$ cat config.mk
export PLATFORM = sky130hd
export DESIGN_NAME = ace_ac_ingress
export DESIGN_NICKNAME = d
export VERILOG_FILES = /design/src/rtl/devil_pkg.sv /design/src/rtl/ace_skid_buf.sv /design/src/rtl/ace_ac_ingress.sv
export SDC_FILE = /design/constraint.sdc
export NUM_CORES = 1
export LEC_CHECK = 0
export ABC_AREA = 1
export BUFFER_PORTS_ARGS = -buffer_cell sky130_fd_sc_hd__buf_2
export CAP_MARGIN = 5
export CELL_PAD_IN_SITES_DETAIL_PLACEMENT = 0
export CELL_PAD_IN_SITES_GLOBAL_PLACEMENT = 1
export CORE_MARGIN = 1
export CORE_UTILIZATION = 44
export CTS_BUF_LIST = sky130_fd_sc_hd__clkbuf_16
export DETAILED_ROUTE_END_ITERATION = 10
export PLACE_DENSITY = 0.87
export RECOVER_POWER = 100
export SLEW_MARGIN = 10
export SYNTH_ARGS = -nofsm -noshare
export SYNTH_HDL_FRONTEND = slang
export SYNTH_HIERARCHICAL = 1
export SYNTH_SLANG_ARGS = --single-unit
export TNS_END_PERCENT = 5
$ cat constraint.sdc
create_clock -name ace_aclk -period 4.5 [get_ports ace_aclk]
set_input_delay 0.675 -clock ace_aclk [delete_from_list [all_inputs] [get_ports ace_aclk]]
set_output_delay 0.675 -clock ace_aclk [all_outputs]
set_load 0.02 [all_outputs]
$ cat src/rtl/devil_pkg.sv
// Shared definitions for the devil-core ACE snoop-address (AC) ingress path.
//   ADDR_W / SNOOP_W  : AC channel field widths
//   ac_entry_t        : one classified snoop as held in the skid buffer
//   skid_state_e      : skid-buffer occupancy state
//   Acsnoop*          : ACSNOOP encodings
package devil_pkg;

    localparam int unsigned ADDR_W     = 44;
    localparam int unsigned SNOOP_W    = 4;
    localparam int unsigned AC_ENTRY_W = ADDR_W + SNOOP_W + 3 + 1;

    typedef struct packed {
        logic [ADDR_W-1:0]  addr;
        logic [SNOOP_W-1:0] snoop;
        logic [2:0]         prot;
        logic               match;
    } ac_entry_t;

    typedef enum logic [1:0] {
        StEmpty = 2'd0,
        StOne   = 2'd1,
        StFull  = 2'd2
    } skid_state_e;

    localparam logic [SNOOP_W-1:0] AcsnoopReadOnce          = 4'b0000;
    localparam logic [SNOOP_W-1:0] AcsnoopReadShared        = 4'b0001;
    localparam logic [SNOOP_W-1:0] AcsnoopReadClean         = 4'b0010;
    localparam logic [SNOOP_W-1:0] AcsnoopReadNotSharedDirty = 4'b0011;
    localparam logic [SNOOP_W-1:0] AcsnoopReadUnique        = 4'b0111;
    localparam logic [SNOOP_W-1:0] AcsnoopCleanShared       = 4'b1000;
    localparam logic [SNOOP_W-1:0] AcsnoopCleanInvalid      = 4'b1001;
    localparam logic [SNOOP_W-1:0] AcsnoopMakeInvalid       = 4'b1101;
    localparam logic [SNOOP_W-1:0] AcsnoopDvmComplete       = 4'b1110;
    localparam logic [SNOOP_W-1:0] AcsnoopDvmMessage        = 4'b1111;

endpackage

$ cat src/rtl/ace_skid_buf.sv
// Two-entry ready/valid skid buffer for classified AC snoops.
// o_ready is a register, so there is no combinational path from i_ready back to the
// upstream ready; two entries keep full throughput despite that.
//   i_clk, i_rst_n    : clock, asynchronous active-low reset
//   i_valid/o_ready   : upstream handshake, i_data entry
//   o_valid/i_ready   : downstream handshake, o_data entry (held while stalled)
module ace_skid_buf
    import devil_pkg::*;
(
    input  logic                  i_clk,
    input  logic                  i_rst_n,
    input  logic                  i_valid,
    output logic                  o_ready,
    input  logic [AC_ENTRY_W-1:0] i_data,
    output logic                  o_valid,
    input  logic                  i_ready,
    output logic [AC_ENTRY_W-1:0] o_data
);

    skid_state_e           r_state;
    skid_state_e           w_state_d;
    logic [AC_ENTRY_W-1:0] r_head;
    logic [AC_ENTRY_W-1:0] r_skid;
    logic                  r_ready;
    logic                  w_in_hs;
    logic                  w_out_hs;
    logic                  w_load_head;
    logic                  w_head_from_skid;
    logic                  w_load_skid;

    assign w_in_hs  = i_valid & r_ready;
    assign w_out_hs = (r_state != StEmpty) & i_ready;

    always_comb begin
        w_state_d        = r_state;
        w_load_head      = 1'b0;
        w_head_from_skid = 1'b0;
        w_load_skid      = 1'b0;
        case (r_state)
            StEmpty: begin
                if (w_in_hs) begin
                    w_state_d   = StOne;
                    w_load_head = 1'b1;
                end
            end
            StOne: begin
                if (w_in_hs && !w_out_hs) begin
                    w_state_d   = StFull;
                    w_load_skid = 1'b1;
                end else if (w_out_hs && !w_in_hs) begin
                    w_state_d = StEmpty;
                end else if (w_in_hs && w_out_hs) begin
                    w_load_head = 1'b1;
                end
            end
            StFull: begin
                if (w_out_hs) begin
                    w_state_d        = StOne;
                    w_head_from_skid = 1'b1;
                end
            end
            default: w_state_d = StEmpty;
        endcase
    end

    always_ff @(posedge i_clk or negedge i_rst_n) begin
        if (!i_rst_n) begin
            r_state <= StEmpty;
            r_ready <= 1'b0;
        end else begin
            r_state <= w_state_d;
            // Ready looks ahead at next occupancy so it is a plain flop output.
            r_ready <= (w_state_d != StFull);
        end
    end

    always_ff @(posedge i_clk or negedge i_rst_n) begin
        if (!i_rst_n) begin
            r_head <= '0;
            r_skid <= '0;
        end else begin
            if (w_load_head) begin
                r_head <= i_data;
            end else if (w_head_from_skid) begin
                r_head <= r_skid;
            end
            if (w_load_skid) begin
                r_skid <= i_data;
            end
        end
    end

    assign o_ready = r_ready;
    assign o_valid = (r_state != StEmpty);
    assign o_data  = r_head;

endmodule

$ cat src/rtl/ace_ac_ingress.sv
// AC-channel ingress ahead of the devil core. Every accepted snoop is classified against
// the ACSNOOP and address-window filters and forwarded, in order, with a match flag; the
// core still answers CR for non-matching snoops, so nothing is ever dropped.
//   ace_aclk, ace_aresetn       : clock, asynchronous active-low reset
//   acvalid/acready, ac*        : AC channel from the interconnect
//   cfg_*                       : CTRL / ACSNOOP / BASE_ADDR / MEM_SIZE register values
//   stat_clr                    : clears both statistics counters
//   m_valid/m_ready, m_*        : classified snoop to the core
//   stat_snoop_cnt/match_cnt    : saturating handshake / match counters
module ace_ac_ingress
    import devil_pkg::*;
#(
    parameter int unsigned CNT_W = 32
) (
    input  logic               ace_aclk,
    input  logic               ace_aresetn,
    input  logic               acvalid,
    output logic               acready,
    input  logic [ADDR_W-1:0]  acaddr,
    input  logic [SNOOP_W-1:0] acsnoop,
    input  logic [2:0]         acprot,
    input  logic               cfg_en,
    input  logic               cfg_acflt_en,
    input  logic               cfg_addrflt_en,
    input  logic [SNOOP_W-1:0] cfg_acsnoop,
    input  logic [31:0]        cfg_base_addr,
    input  logic [31:0]        cfg_mem_size,
    input  logic               stat_clr,
    output logic               m_valid,
    input  logic               m_ready,
    output logic [ADDR_W-1:0]  m_addr,
    output logic [SNOOP_W-1:0] m_snoop,
    output logic [2:0]         m_prot,
    output logic               m_match,
    output logic [CNT_W-1:0]   stat_snoop_cnt,
    output logic [CNT_W-1:0]   stat_match_cnt
);

    logic              w_ac_hs;
    logic [ADDR_W-1:0] w_base_ext;
    logic [ADDR_W:0]   w_limit;
    logic              w_snoop_ok;
    logic              w_addr_ok;
    logic              w_match;
    ac_entry_t         w_in_entry;
    ac_entry_t         w_out_entry;
    logic [CNT_W-1:0]  r_snoop_cnt;
    logic [CNT_W-1:0]  r_match_cnt;

    assign w_ac_hs = acvalid & acready;

    // Window end is one bit wider so base+size past the top of the address space cannot
    // wrap; size==0 gives limit==base and thus an empty window.
    assign w_base_ext = {{(ADDR_W - 32){1'b0}}, cfg_base_addr};
    assign w_limit    = {1'b0, w_base_ext} + {{(ADDR_W - 31){1'b0}}, cfg_mem_size};
    assign w_snoop_ok = !cfg_acflt_en || (acsnoop == cfg_acsnoop);
    assign w_addr_ok  = !cfg_addrflt_en ||
                        ((acaddr >= w_base_ext) && ({1'b0, acaddr} < w_limit));
    assign w_match    = cfg_en & w_snoop_ok & w_addr_ok;

    assign w_in_entry.addr  = acaddr;
    assign w_in_entry.snoop = acsnoop;
    assign w_in_entry.prot  = acprot;
    assign w_in_entry.match = w_match;

    ace_skid_buf u_skid_buf (
        .i_clk   (ace_aclk),
        .i_rst_n (ace_aresetn),
        .i_valid (acvalid),
        .o_ready (acready),
        .i_data  (w_in_entry),
        .o_valid (m_valid),
        .i_ready (m_ready),
        .o_data  (w_out_entry)
    );

    assign m_addr  = w_out_entry.addr;
    assign m_snoop = w_out_entry.snoop;
    assign m_prot  = w_out_entry.prot;
    assign m_match = w_out_entry.match;

    always_ff @(posedge ace_aclk or negedge ace_aresetn) begin
        if (!ace_aresetn) begin
            r_snoop_cnt <= '0;
            r_match_cnt <= '0;
        end else if (stat_clr) begin
            r_snoop_cnt <= '0;
            r_match_cnt <= '0;
        end else if (w_ac_hs) begin
            if (r_snoop_cnt != '1) begin
                r_snoop_cnt <= r_snoop_cnt + CNT_W'(1);
            end
            if (w_match && (r_match_cnt != '1)) begin
                r_match_cnt <= r_match_cnt + CNT_W'(1);
            end
        end
    end

    assign stat_snoop_cnt = r_snoop_cnt;
    assign stat_match_cnt = r_match_cnt;

endmodule

==> metrics.md <==
| Metric | Value |
|---|---|
| Outcome | `complete, but fails checks` |
| Failing checks | `capacitance limit, slew limit` |
| First-pass GRT wire length | `~64,000 um` |
| Total nets after synthesis | `2,070` |
| Worst-Skew Late Latency | `roughly 0.44 ns` |
| Final Util | `51.50%` |
| Post-route antenna net violation count | `0` |
| Required time of the worst setup path | `4.82 ns` |
| Fin crit period | `4.079 ns` |
| Ys async rst share | `100.0%` |
| TritonCTS Buffers | `17` |
| Seq pwr share | `38.3%` |
| Measured slew at the worst slew-check pin | `2.058 ns` |
| CTS H-tree lvls | `4` |
| Crit path top cell by count | `nand2_1` |
| FILL cells | `3,052` |
| Setup Viol. Count Final | `0` |
| Crit path DAT | `4.40 ns` |
| # nets final | `2,271` |
| Core Box Area | `0.02886 sq mm` |
| DR vias/cell | `5.347` |
| RSZ-0062 raised after global routing | `false` |
| Worst Path Buf+Inv | `3` |
| Register area | `0.004280 sq mm` |
| P&R area growth vs syn | `14.34%` |
| Global Route Usage Sum | `26.18%` |
| Setup skew after layout | `0.01245 ns` |
| # rows | `62` |
| Post-Syn Area per Cell | `around 7 sq um` |
| Fmax | `245.1 MHz` |
| Die width | `173.9 um` |
| Leak | `7.298 nW` |
| Critical Path End Type | `flip-flop` |
| DR WL/cell | `16.22 um` |
| Reg clk slew, reported paths | `0.07 ns` |
| Final wirelength | `39,600 um` |
| Clk root buf | `clkbuf_16` |
| Post-CTS sizing | `0` |
| Total grt overflow | `0` |
| Sw Share | `40.32%` |
| Crit path largest cell delay | `0.41 ns` |
| CTS Hold Bufs | `0` |
| Io pins | `245` |
| Total chip power | `between 6 and 7 mW` |
| Pwr dens | `407.0 mW/mm^2` |
| CTS sink cnt | `171` |
| WS Path Type | `in -> reg` |
| Critical Path Source Type | `input pin` |
| Vias | `13,060` |
| RePlAce Congestion | `between 0.9 and 1` |
| Max-slew violations | `317` |
| Post-route DRC | `0` |
| Crit path max-delay family | `simple AND/OR/NAND/NOR gates` |
| # diodes | `0` |
| Gate Count Post-Synth | `around 1,800` |
| Pre-antenna DRT Iters | `5` |
| Starting density of the core | `45.04%` |
| Share of layout cells above drive strength 1 | `9.427%` |
| Die H | `173.9 um` |
| Largest net degree at the start of global routing | `80` |
| VDD IR max | `between 200 and 250 uV` |
| Clock network power share | `26.6%` |
| Max-slew headroom | `-37.18%` |
| Die ar. | `0.03023 sq mm` |
| IO Port Bufs | `roughly 240` |
| Post-CTS Setup Bufs | `0` |
| Synthesized flop and latch total | `171` |
| Synthesis Warnings | `6` |
| Antenna violations before repair | `1` |
| Predominant post-synthesis flop cell | `dfrtp_1` |
| Hold Crit Class | `reg -> reg` |
| Non-filler cells, final | `2,442` |
| P_sw | `2.440 mW` |
| Vias in the first global route | `12,370` |
| Synthesized cell area | `0.01300 sq mm` |
| CTS tree | `yes` |
| CP Max Fanout | `32` |
| Crit-path slowest cell | `fa_1` |
| Initial detailed-routing violation count | `between 800 and 900` |
| Final hold violations | `0` |
| Max-Cap Viols | `7` |
| Post-synthesis sequential area ratio | `between 30 and 40%` |
| Area taken by multi-input logic gates | `around 0.0075 sq mm` |
| Clk buf depth | `2` |
| Tcrit/Tclk final | `90.65%` |
| Int Power | `~3.6 mW` |
| Synth unique cells | `50` |
| Post-Place Cells | `2,410` |
| Gate power share | `a little over a third` |
| Number of synthesized flops with an enable pin | `0` |
| HPWL Detailed | `a little under 30,000 um` |
[Yosys cell counts (2+ instances only)]
master    instances  area share [%]
nor4_1           17            0.82
nor2_2            2           0.096
xor2_1           43             2.9
buf_6             9            0.78
buf_1             6            0.17
clkbuf_1         33            0.95
o21a_1            3            0.17
o21ai_1          62             2.4
ha_1             98             9.4
inv_1           185             5.3
nand3_2           3            0.23
xnor2_1          31             2.1
and2_1            2           0.096
o31ai_1          15            0.87
a31oi_1           4            0.19
dfrtp_1         171              33
nand3_1         119             4.6
nand3b_1          5            0.29
nor3_1           40             1.5
nor3b_1           2            0.12
o21bai_1          6            0.35
a21o_1            6            0.35
a21oi_1          65             2.5
o21ai_2           4            0.27
nand4_1         127             6.1
nand2_4           3            0.26
nand2_1         547              16
inv_2            11            0.32
buf_2            15            0.58
a21boi_1          2            0.12
buf_4            16            0.92
nor2_1          151             4.4
nand2_2           2           0.096
o21ai_0          23            0.89
[flip-flops by register name, indices dropped and copies added, names as in the netlist]
signal,flops
u_skid_buf/r_state,2
u_skid_buf/r_skid,52
stat_match_cnt,32
u_skid_buf/o_ready,1
u_skid_buf/o_data,52
stat_snoop_cnt,32
[power by group through the flow]
stage / Clock [mW] / Combinational, mW / Sequential (mW)
detailed placement: 0 / 2.23 / 2.34
global placement: 0 / 2.20 / 2.31
finish: 1.61 / 2.12 / 2.32
floorplan: 0 / 1.22 / 2.58
global route: 1.70 / 2.38 / 2.37
CTS: 1.64 / 2.24 / 2.31
[layout by cell type, fill, tap and decap left out, types with 3 or more instances in the layout]
cell and count:
a21o_1 6, a21oi_1 65, a31oi_1 4, buf_2 125
buf_4 11, bufinv_16 4, clkbuf_1 121, clkbuf_16 17
clkbuf_2 3, clkinv_4 3, dfrtp_1 170, ha_1 98
inv_1 187, inv_2 10, inv_6 5, nand2_1 550
nand3_1 120, nand3b_1 5, nand4_1 127, nor2_1 151
nor3_1 40, nor4_1 17, o21a_1 3, o21ai_0 79
o21ai_1 9, o21bai_1 6, o31ai_1 15, xnor2_1 31
xor2_1 43
[layer usage]
layer  part of all wire [%]  GRT usage [%]  wire (um)
met5                  0.033              0         13
met4                    1.6          6.433        625
met3                    4.7          3.377       1874
met2                     48          44.63      19040
met1                     46          35.01      18050
[cell families after synthesis]
group	after synthesis	synth area share [%]
AO/OA/AOI/OAI	196	8.480
XOR/XNOR	74	4.986
adder cells (fa/ha/maj)	99	9.587
buffers and inverters	278	9.173
flip-flops	171	32.92
AND/OR/NAND/NOR	1026	34.85
[through the flow]
| step | hold slack, ns | setup TNS (ns) | area (sq um) | setup slack, ns |
|---|---|---|---|---|
| detailed placement | 0.4684 | -2.312 | 14420 | -0.08941 |
| CTS | 0.3086 | 0 | 15060 | 0.3510 |
| global placement | 0.4644 | 0 | 14420 | 0.07410 |
| finish | 0.4869 | 0 | 14860 | 0.4208 |
| floorplan | 0.3794 | 0 | 13000 | 0.7519 |
| global route | 0.5026 | 0 | 14860 | 0.01663 |
[final cells by class]
| cell class | count | area share [%] |
|---|---|---|
| Clock buffer | 17 | 2.862 |
| Sequential cell | 171 | 28.80 |
| Clock inverter | 15 | 1.406 |
| Tap cell | 384 | 3.233 |
| Inverter | 198 | 5.009 |
| Timing Repair Buffer | 262 | 8.132 |
| Multi-Input combinational cell | 1395 | 50.56 |
[worst register-to-register path: cells and delay by family (launching register included)]
| kind | cells | cell delay, ns |
|---|---|---|
| simple gates | 10 | 2.27 |
| fa+ha+maj | 1 | 0.26 |
| flops | 1 | 0.41 |
| buf+inv | 2 | 1.04 |
[final timing paths]
path,startpoint,to,slack [ns],cells after the start
setup / recovery,cfg_base_addr[0],stat_match_cnt[10]$_DFFE_PN0P_,0.42,29
hold / removal,u_skid_buf/r_skid[25]$_DFFE_PN0P_,u_skid_buf/r_skid[25]$_DFFE_PN0P_,0.49,2
setup reg to reg,stat_snoop_cnt[0]$_DFFE_PN0P_,stat_snoop_cnt[10]$_DFFE_PN0P_,0.45,13
hold reg to reg,u_skid_buf/r_skid[25]$_DFFE_PN0P_,u_skid_buf/r_skid[25]$_DFFE_PN0P_,0.49,2
max in group asynchronous,ace_aresetn,u_skid_buf/r_skid[14]$_DFFE_PN0P_,0.97,2
min in group asynchronous,ace_aresetn,stat_snoop_cnt[29]$_DFFE_PN0P_,0.83,1
(Power assumes the default switching activity.)
